File: config.mk
export PLATFORM = sky130hd
export DESIGN_NAME = mem_stage_lsu
export DESIGN_NICKNAME = d
export VERILOG_FILES = /design/src/rtl/mem_stage_lsu.sv
export SDC_FILE = /design/constraint.sdc
export NUM_CORES = 1
export LEC_CHECK = 0
export CAP_MARGIN = 10
export CORE_ASPECT_RATIO = 0.75
export CORE_MARGIN = 5
export CORE_UTILIZATION = 44
export DETAILED_ROUTE_END_ITERATION = 8
export GPL_TIMING_DRIVEN = 0
export HOLD_SLACK_MARGIN = 0.02
export PLACE_DENSITY = 0.84
export SETUP_SLACK_MARGIN = 0.4
export SYNTH_ARGS = -nofsm -noshare
export SYNTH_HDL_FRONTEND = slang
export SYNTH_SLANG_ARGS = --single-unit
File: constraint.sdc
create_clock -name clk -period 3.21 [get_ports clk]
set_clock_uncertainty 0.05 [all_clocks]
set_input_delay 0.963 -clock clk [delete_from_list [all_inputs] [get_ports clk]]
set_output_delay 0.963 -clock clk [all_outputs]
set_load 0.01 [all_outputs]
File: src/rtl/mem_stage_lsu.sv
// mem_stage_lsu: memory-stage load/store unit with integrated MEM/WB register.
//
// Converts M-stage load/store instructions into request/grant/read-valid bus
// transactions (at most one outstanding). It steers bytes onto the correct
// lanes, sign- or zero-extends load data, and flags misaligned or illegal
// accesses. It holds stall_m high until each access completes. Instructions
// that do not access memory, and faulting accesses, go straight to writeback.
//
// Ports:
//   clk, rst            clock, synchronous active-high reset
//   valid_m             M-stage instruction valid
//   mem_read_m/_write_m load / store request
//   funct3_m            RISC-V load/store funct3 (size + unsigned flag)
//   addr_m, wdata_m     effective byte address, right-aligned store data
//   rd_m, reg_write_m, result_src_m, pc_plus4_m   sideband forwarded to WB
//   stall_m             freezes IF/ID/EX/M while an access is in flight
//   mem_req/we/addr/be/wdata   bus request (word-aligned address, lane enables)
//   mem_gnt, mem_rvalid, mem_rdata   bus grant and read return
//   valid_w, reg_write_w, rd_w, result_src_w, pc_plus4_w,
//   alu_result_w, load_data_w, fault_w     MEM/WB register outputs
module mem_stage_lsu #(
    parameter int XLEN = 32,
    parameter int NB   = XLEN / 8
) (
    input  logic            clk,
    input  logic            rst,
    input  logic            valid_m,
    input  logic            mem_read_m,
    input  logic            mem_write_m,
    input  logic [2:0]      funct3_m,
    input  logic [XLEN-1:0] addr_m,
    input  logic [XLEN-1:0] wdata_m,
    input  logic [4:0]      rd_m,
    input  logic            reg_write_m,
    input  logic [1:0]      result_src_m,
    input  logic [XLEN-1:0] pc_plus4_m,
    output logic            stall_m,
    output logic            mem_req,
    output logic            mem_we,
    output logic [XLEN-1:0] mem_addr,
    output logic [NB-1:0]   mem_be,
    output logic [XLEN-1:0] mem_wdata,
    input  logic            mem_gnt,
    input  logic            mem_rvalid,
    input  logic [XLEN-1:0] mem_rdata,
    output logic            valid_w,
    output logic            reg_write_w,
    output logic [4:0]      rd_w,
    output logic [1:0]      result_src_w,
    output logic [XLEN-1:0] pc_plus4_w,
    output logic [XLEN-1:0] alu_result_w,
    output logic [XLEN-1:0] load_data_w,
    output logic            fault_w
);

    localparam int LW = $clog2(NB);

    typedef enum logic [1:0] {IDLE, REQ, WAIT, DONE} state_t;

    state_t state, state_nx;

    logic            access;
    logic            misaligned;
    logic            illegal;
    logic            fault;
    logic [LW-1:0]   lane;
    logic [NB-1:0]   size_mask;
    logic            latch_req;
    logic            capture;

    logic [2:0]      funct3_q;
    logic [LW-1:0]   lane_q;
    logic [XLEN-1:0] rdata_q;
    logic [XLEN-1:0] rdata_shifted;
    logic [XLEN-1:0] load_ext;

    assign access = valid_m & (mem_read_m | mem_write_m);
    assign lane   = addr_m[LW-1:0];

    // Access size, alignment and funct3 legality decode.
    always_comb begin
        size_mask  = '0;
        misaligned = 1'b0;
        case (funct3_m[1:0])
            2'b00: size_mask[0] = 1'b1;
            2'b01: begin
                size_mask[1:0] = '1;
                misaligned     = addr_m[0];
            end
            2'b10: begin
                size_mask[3:0] = '1;
                misaligned     = |addr_m[1:0];
            end
            default: begin
                size_mask  = '1;
                misaligned = |lane;
            end
        endcase

        illegal = (funct3_m == 3'b111)
               || ((XLEN != 64) && (funct3_m[1:0] == 2'b11))
               || ((XLEN != 64) && mem_read_m && (funct3_m == 3'b110));
    end

    assign fault = access & (misaligned | illegal);

    always_ff @(posedge clk) begin
        if (rst) begin
            state <= IDLE;
        end else begin
            state <= state_nx;
        end
    end

    always_comb begin
        state_nx  = state;
        latch_req = 1'b0;
        capture   = 1'b0;
        mem_req   = 1'b0;
        stall_m   = 1'b0;
        case (state)
            IDLE: begin
                if (access && !fault) begin
                    state_nx  = REQ;
                    latch_req = 1'b1;
                    stall_m   = 1'b1;
                end
            end
            REQ: begin
                mem_req = 1'b1;
                stall_m = 1'b1;
                if (mem_gnt) begin
                    if (mem_we) begin
                        state_nx = DONE;
                    end else if (mem_rvalid) begin
                        state_nx = DONE;
                        capture  = 1'b1;
                    end else begin
                        state_nx = WAIT;
                    end
                end
            end
            WAIT: begin
                stall_m = 1'b1;
                if (mem_rvalid) begin
                    state_nx = DONE;
                    capture  = 1'b1;
                end
            end
            DONE: state_nx = IDLE;
            default: state_nx = IDLE;
        endcase
    end

    // Bus-side request registers. They are loaded only on REQ entry, so the
    // bus outputs are held steady until the grant arrives.
    always_ff @(posedge clk) begin
        if (rst) begin
            mem_we    <= 1'b0;
            mem_addr  <= '0;
            mem_be    <= '0;
            mem_wdata <= '0;
            funct3_q  <= '0;
            lane_q    <= '0;
            rdata_q   <= '0;
        end else begin
            if (latch_req) begin
                mem_we    <= mem_write_m;
                mem_addr  <= {addr_m[XLEN-1:LW], {LW{1'b0}}};
                mem_be    <= size_mask << lane;
                mem_wdata <= wdata_m << {lane, 3'b000};
                funct3_q  <= funct3_m;
                lane_q    <= lane;
            end
            if (capture) begin
                rdata_q <= mem_rdata;
            end
        end
    end

    // Load alignment and extension. funct3[2] selects zero extension.
    assign rdata_shifted = rdata_q >> {lane_q, 3'b000};

    always_comb begin
        case (funct3_q)
            3'b000:  load_ext = XLEN'($signed(rdata_shifted[7:0]));
            3'b001:  load_ext = XLEN'($signed(rdata_shifted[15:0]));
            3'b010:  load_ext = XLEN'($signed(rdata_shifted[31:0]));
            3'b100:  load_ext = XLEN'(rdata_shifted[7:0]);
            3'b101:  load_ext = XLEN'(rdata_shifted[15:0]);
            3'b110:  load_ext = XLEN'(rdata_shifted[31:0]);
            default: load_ext = rdata_shifted;
        endcase
    end

    // MEM/WB register. It advances on every unstalled cycle. While an access
    // is in flight, the M-stage inputs stay frozen, so in DONE they still
    // describe the instruction that is completing.
    always_ff @(posedge clk) begin
        if (rst) begin
            valid_w      <= 1'b0;
            reg_write_w  <= 1'b0;
            rd_w         <= '0;
            result_src_w <= '0;
            pc_plus4_w   <= '0;
            alu_result_w <= '0;
            load_data_w  <= '0;
            fault_w      <= 1'b0;
        end else if (!stall_m) begin
            valid_w      <= valid_m;
            reg_write_w  <= valid_m & reg_write_m & ~fault;
            rd_w         <= rd_m;
            result_src_w <= result_src_m;
            pc_plus4_w   <= pc_plus4_m;
            alu_result_w <= addr_m;
            load_data_w  <= ((state == DONE) && !mem_we) ? load_ext : '0;
            fault_w      <= fault;
        end
    end

endmodule

* After elaboration in Yosys (flattened, before gate mapping)
Index checks and enable logic that the tools add are counted.
Operators by class: add/subtract/negate cells 0, multipliers 0, divide/modulo/power cells 0, magnitude comparators 0, equal/unequal tests 13, shift operators 3, mux-type cells 19, bitwise operators 7, reduce and logical (&&, ||, !) cells 14
Operators by type and width (number):
- one-hot mux 32 bit (4 select lines) | 1
- 2-to-1 mux 32 bit | 1
- << shifter 32 x 5 -> 32 bit | 1
- >> shifter 32 x 5 -> 32 bit | 1
- equality test 3 bit (second input constant) | 4
- 2-to-1 mux 1 bit | 9
- 2-to-1 mux 2 bit | 4
- one-hot mux 2 bit (4 select lines) | 1
- equality test 2 bit (second input constant) | 3
- inequality test 2 bit (second input constant) | 3
- one-hot mux 1 bit (2 select lines) | 3
- OR reduction 2 bit | 3
- bitwise AND 1 bit | 4
- equality test 2 x 1 -> 1 bit (second input constant) | 2
- zero test 2 bit | 2
- << shifter 4 x 2 -> 4 bit | 1
- equality test 3 x 1 -> 1 bit (second input constant) | 1
- logical AND 1 bit | 3
- zero test 3 bit | 1
- AND reduction 3 bit | 1
- zero test 1 bit | 2
- logical OR 1 bit | 2
- OR 1 bit | 2
- NOT 1 bit | 1
Storage, ports and cells: register bits after elaboration 212, latch bits 0, bits in writable memories 0, bits in read-only memories 0, output and inout bits 177, word-level logic and storage cells 72, memories kept 0

* Depth between registers and ports, before layout
depth in word-level cells 9, gate-level depth with buffers 11, gate-level depth less buffers 8

* Least setup slack after synthesis
Ideal clock, no wire load.
path type input port to output port, from input addr_m[0], to output stall_m, arrival time 2099 ps, data required time 2197 ps, setup slack 98 ps, cell stages on the path 8, path buffers 4, cells stage by stage buf_2 > o21ai_1 > o211ai_4 > a21o_1 > buf_4 > clkinv_2 > buf_6 > buf_4
On the way: word-level cells in the longest chain between the ends 8
RTL lines:
- start: declaration | RTL line 31 | input logic [XLEN-1:0] addr_m,
- OR reduction 2 bit | RTL line 92, 96
- one-hot mux 1 bit (2 select lines) * | RTL line 84 | case (funct3_m[1:0])
- OR 1 bit * | RTL line 105 | assign fault = access & (misaligned | illegal);
- bitwise AND 1 bit * | RTL line 105
- zero test 1 bit * | RTL line 123 | if (access && !fault) begin
- logical AND 1 bit * | RTL line 123
- 2-to-1 mux 1 bit * | RTL line 123
- one-hot mux 1 bit (2 select lines) * | RTL line 121 | case (state)
- end: declaration | RTL line 37 | output logic stall_m,
Mark *: on every way between the ends. The rest lies on a longest branch, timed or not.

* Worst setup path in the final report
from input funct3_m[2], to output stall_m
On the way: word-level cells in the longest chain between the ends 9
RTL lines:
- start: declaration | RTL line 30 | input logic [2:0] funct3_m,
- equality test 3 bit (on tied branches) | RTL line 100, 102
- logical OR 1 bit / logical AND 1 bit (equally long branches) | RTL line 101, 102
- logical OR 1 bit * | RTL line 102 | || ((XLEN != 64) && mem_read_m && (funct3_m == 3'b110));
- OR 1 bit * | RTL line 105
- bitwise AND 1 bit * | RTL line 105
- zero test 1 bit * | RTL line 123
- logical AND 1 bit * | RTL line 123
- 2-to-1 mux 1 bit * | RTL line 123
- one-hot mux 1 bit (2 select lines) * | RTL line 121
Marks and branches as above.

==> results by group <==
Outcome
  • Outcome: complete, no violations

Setup path
  • WS Path Type: primary input to primary output
  • Critical Path Start Type: primary input
  • Worst path required time: 2.20 ns
  • Maximum fanout along the worst path: 2
  • Largest stage delay, worst path: 0.29 ns
  • Crit path top cell by count: buf_8
  • R2r setup slk: 0.70 ns
  • Crit Reg-Reg Startpoint: state[1]
  • Worst flop-to-flop path endpoint: mem_wdata[10]
  • Worst Reg-to-Reg Cells: 9
  • Crit path capture type: primary output
  • Crit path cell chain: buf_8 > a211oi_4 > o211ai_4 > a21o_1 > buf_8 > clkinv_8 > buf_12 > buf_8 > buf_6
  • CP max-delay cell: a211oi_4
  • WP data arrival: 2.14 ns

Clock tree
  • H-tree depth: 1
  • Skew-Pair Late Insertion Delay: 0.49 ns
  • CTS tree: yes
  • Clock transition at the registers of the reported paths: 0.06 ns
  • Num CTS Buffers: 21
  • Clk sinks: 212
  • Bufs on Longest Clock Path: 3
  • Clock Root Buffer: clkbuf_16

Synthesis
  • Mapped Cells: 1040
  • Mapped cell area: 8540 µm²
  • Syn_area_per_cell: 8.21 µm²
  • Post-synthesis sequential area ratio: 49.7%
  • Yosys warns: 0
  • Yosys reg bits: 212
  • Distinct cells, synth: 45

Global route
  • Vias in the first global route: 8673
  • Largest net degree at the start of global routing: 15
  • GRT overflow: 0
  • First-pass GRT wire length: 47100 µm
  • Initial antenna violation count: 0
  • GRT Total Usage: 26.4%

Timing
  • Setup Total Neg Slack: 0 ns
  • PnR worst setup slack: 0.0534 ns
  • RSZ-0062 raised after global routing: yes
  • Min Tclk post-route: 3.16 ns
  • Final Hold Fails: 0
  • Least-Margin Pin Slew: 0.820 ns
  • Max-slew violations: 0
  • Count of final setup violators: 0
  • Max_slew headroom: 45.3%
  • Fin crit share: 98.3%
  • Fmax: 317 MHz
  • Hold slack final: 0.399 ns

Finish
  • Filler cells: 1535
  • Layout cells sized above 1: 7.69%
  • Finished Layout Cells: 1658
  • Antenna cells: 0
  • Final net count: 1543
  • Synth-to-layout area growth: 50.3%

Placed design
  • Port Buffers: 318
  • Placed cells: 1612
  • Routability cong.: 0.907
  • DP Wirelength: 23100 µm
  • Pre-CTS WS: -1.32 ns

Floorplan
  • Initial cell density of the core: 44.4%
  • Die height: 131 µm
  • Core area: 19200 µm²
  • Chip Width: 171 µm
  • DIE AREA: 22300 µm²
  • I/O pin total: 323
  • Cell Rows: 44

Flow run
  • Max-cap violations: 0

Min path
  • Hold EP: alu_result_w[0]
  • Worst Hold Class: flop to flop
  • Hold path startpoint: alu_result_w[0]
  • Worst Hold Depth: 2

Power
  • P_leak: 0.00473 µW
  • VDD IR max: 444 µV
  • Pwr Density: 710 nW/µm²

Drt
  • Post-route ant nets: 0
  • Drt drc: 0
  • DRT iter0 DRCs: 641
  • DR pass1 iterations: 5
  • Drt via density: 5.35
  • WL/cell: 18.9 µm
  • Vias post-DR: 8867
  • WL final: 31300 µm
## routing by layer
layer	vias up	routed length [µm]	GRT usage [%]
li1	4223	-	-
met1	4135	12600	33.7
met2	447	14300	43.4
met3	62	3600	8.63
met4	0	807	7.17
met5	-	0	0
## final cells by class
type,count,area (µm²),area share (%)
Buffer,83,408,3.18
Clock buffer,28,572,4.45
Clock inverter,9,97.6,0.760
Inverter,8,42.5,0.331
Multi-Input combinational cell,738,3900,30.4
Sequential cell,212,4250,33.1
Tap cell,253,317,2.47
Timing Repair Buffer,327,3250,25.3
## repair_timing
item	CTS	global route
endpoints found under the setup margin	84	1
endpoints found under the hold margin	0	0
resized for setup	55	4
buffers inserted	8	1
hold buffers	0	0
pin swaps	5	3
## per-stage QoR
| stage | total power (µW) | area, µm² | util [%] |
|---|---|---|---|
| 2_1_floorplan | 4980 | 8560 | - |
| 3_3_place_gp | 6440 | 12100 | 62.8 |
| 3_5_place_dp | 6510 | 12100 | 62.8 |
| 4_1_cts | 9140 | 12800 | 66.7 |
| 5_1_grt | 9580 | 12800 | 66.8 |
| 6_report | 9110 | 12800 | 66.8 |
## state kept, by name, indices dropped and copies added (netlist names)
signal        flops
alu_result_w     32
fault_w           1
funct3_q          3
lane_q            2
load_data_w      32
mem_addr         30
mem_be            4
mem_wdata        32
mem_we            1
pc_plus4_w       32
rd_w              5
rdata_q          32
reg_write_w       1
result_src_w      2
state             2
valid_w           1
## cell usage in the layout (no fill, tap or decap), types with 4 or more instances in the layout
| cell | instances |
|---|---|
| buf_2 | 21 |
| o31ai_1 | 9 |
| o21ai_1 | 10 |
| inv_2 | 4 |
| a22o_1 | 8 |
| mux4_2 | 8 |
| mux2_2 | 9 |
| nand2_1 | 341 |
| nor2_1 | 15 |
| a31oi_1 | 9 |
| a21boi_0 | 8 |
| and3_1 | 8 |
| dfxtp_1 | 210 |
| ha_1 | 5 |
| clkbuf_1 | 55 |
| o2111ai_1 | 8 |
| buf_4 | 12 |
| clkbuf_16 | 21 |
| o21ai_0 | 34 |
| a21oi_1 | 173 |
| buf_1 | 5 |
| clkinv_2 | 6 |
| nand3_1 | 25 |
| mux2i_1 | 33 |
| clkdlybuf4s50_1 | 310 |
| buf_6 | 8 |
## how the worst max path moves through the flow
stage	start	to	slack, ns	depth (start not counted)
floorplan	funct3_m[2]	stall_m	0.19	7
global placement	funct3_m[0]	stall_m	-1.26	9
detailed placement	funct3_m[0]	stall_m	-1.32	9
CTS	funct3_m[2]	stall_m	0.05	9
global route	funct3_m[2]	stall_m	0.02	9
finish	funct3_m[2]	stall_m	0.05	9
## cells by family after synthesis
kind of cell,count (synthesis),share of synthesized area [%]
multiplexers,50,7.16
AND/OR/NAND/NOR,401,18.7
buffers and inverters,91,4.86
other,1,0.0439
adder cells (fa/ha/maj),6,0.879
AO/OA/AOI/OAI,279,18.7
flip-flops,212,49.7
## cell usage after synthesis, drive strengths merged
cell | instances | share of area, %
nor3 | 3 | 0.18
o211ai | 4 | 0.51
conb | 1 | 0.044
o21ai | 45 | 2.6
a221oi | 1 | 0.10
mux2 | 9 | 1.2
nand2b | 1 | 0.073
a31oi | 9 | 0.66
o211a | 4 | 0.47
a311oi | 1 | 0.10
nand2 | 341 | 15
inv | 7 | 0.31
clkbuf | 50 | 2.2
a21o | 2 | 0.18
nor2b | 3 | 0.22
nand3 | 26 | 1.6
o22ai | 3 | 0.22
clkinv | 1 | 0.059
a21oi | 173 | 10
o2111ai | 8 | 0.82
a22o | 8 | 0.82
a21boi | 9 | 0.79
nand4b | 1 | 0.10
or3 | 1 | 0.073
a211oi | 1 | 0.23
o31ai | 9 | 0.79
dfxtp | 212 | 50
mux4 | 8 | 2.1
mux2i | 33 | 3.9
nand3b | 1 | 0.088
buf | 33 | 2.3
a22oi | 1 | 0.088
o2bb2ai | 1 | 0.10
and3 | 8 | 0.59
nor2 | 16 | 0.79
ha | 6 | 0.88
## power breakdown
group,switching [µW],internal [µW]
logic,1900,1510
registers,228,3030
clock network,1030,1410
total,3160,5950
## critical path, delay by kind of cell
family / cells / cell delay, ns
buffers and inverters: 6 / 0.57
AOI/OAI and AO/OA: 3 / 0.60
No activity file was read; power rests on OpenSTA's default activity.
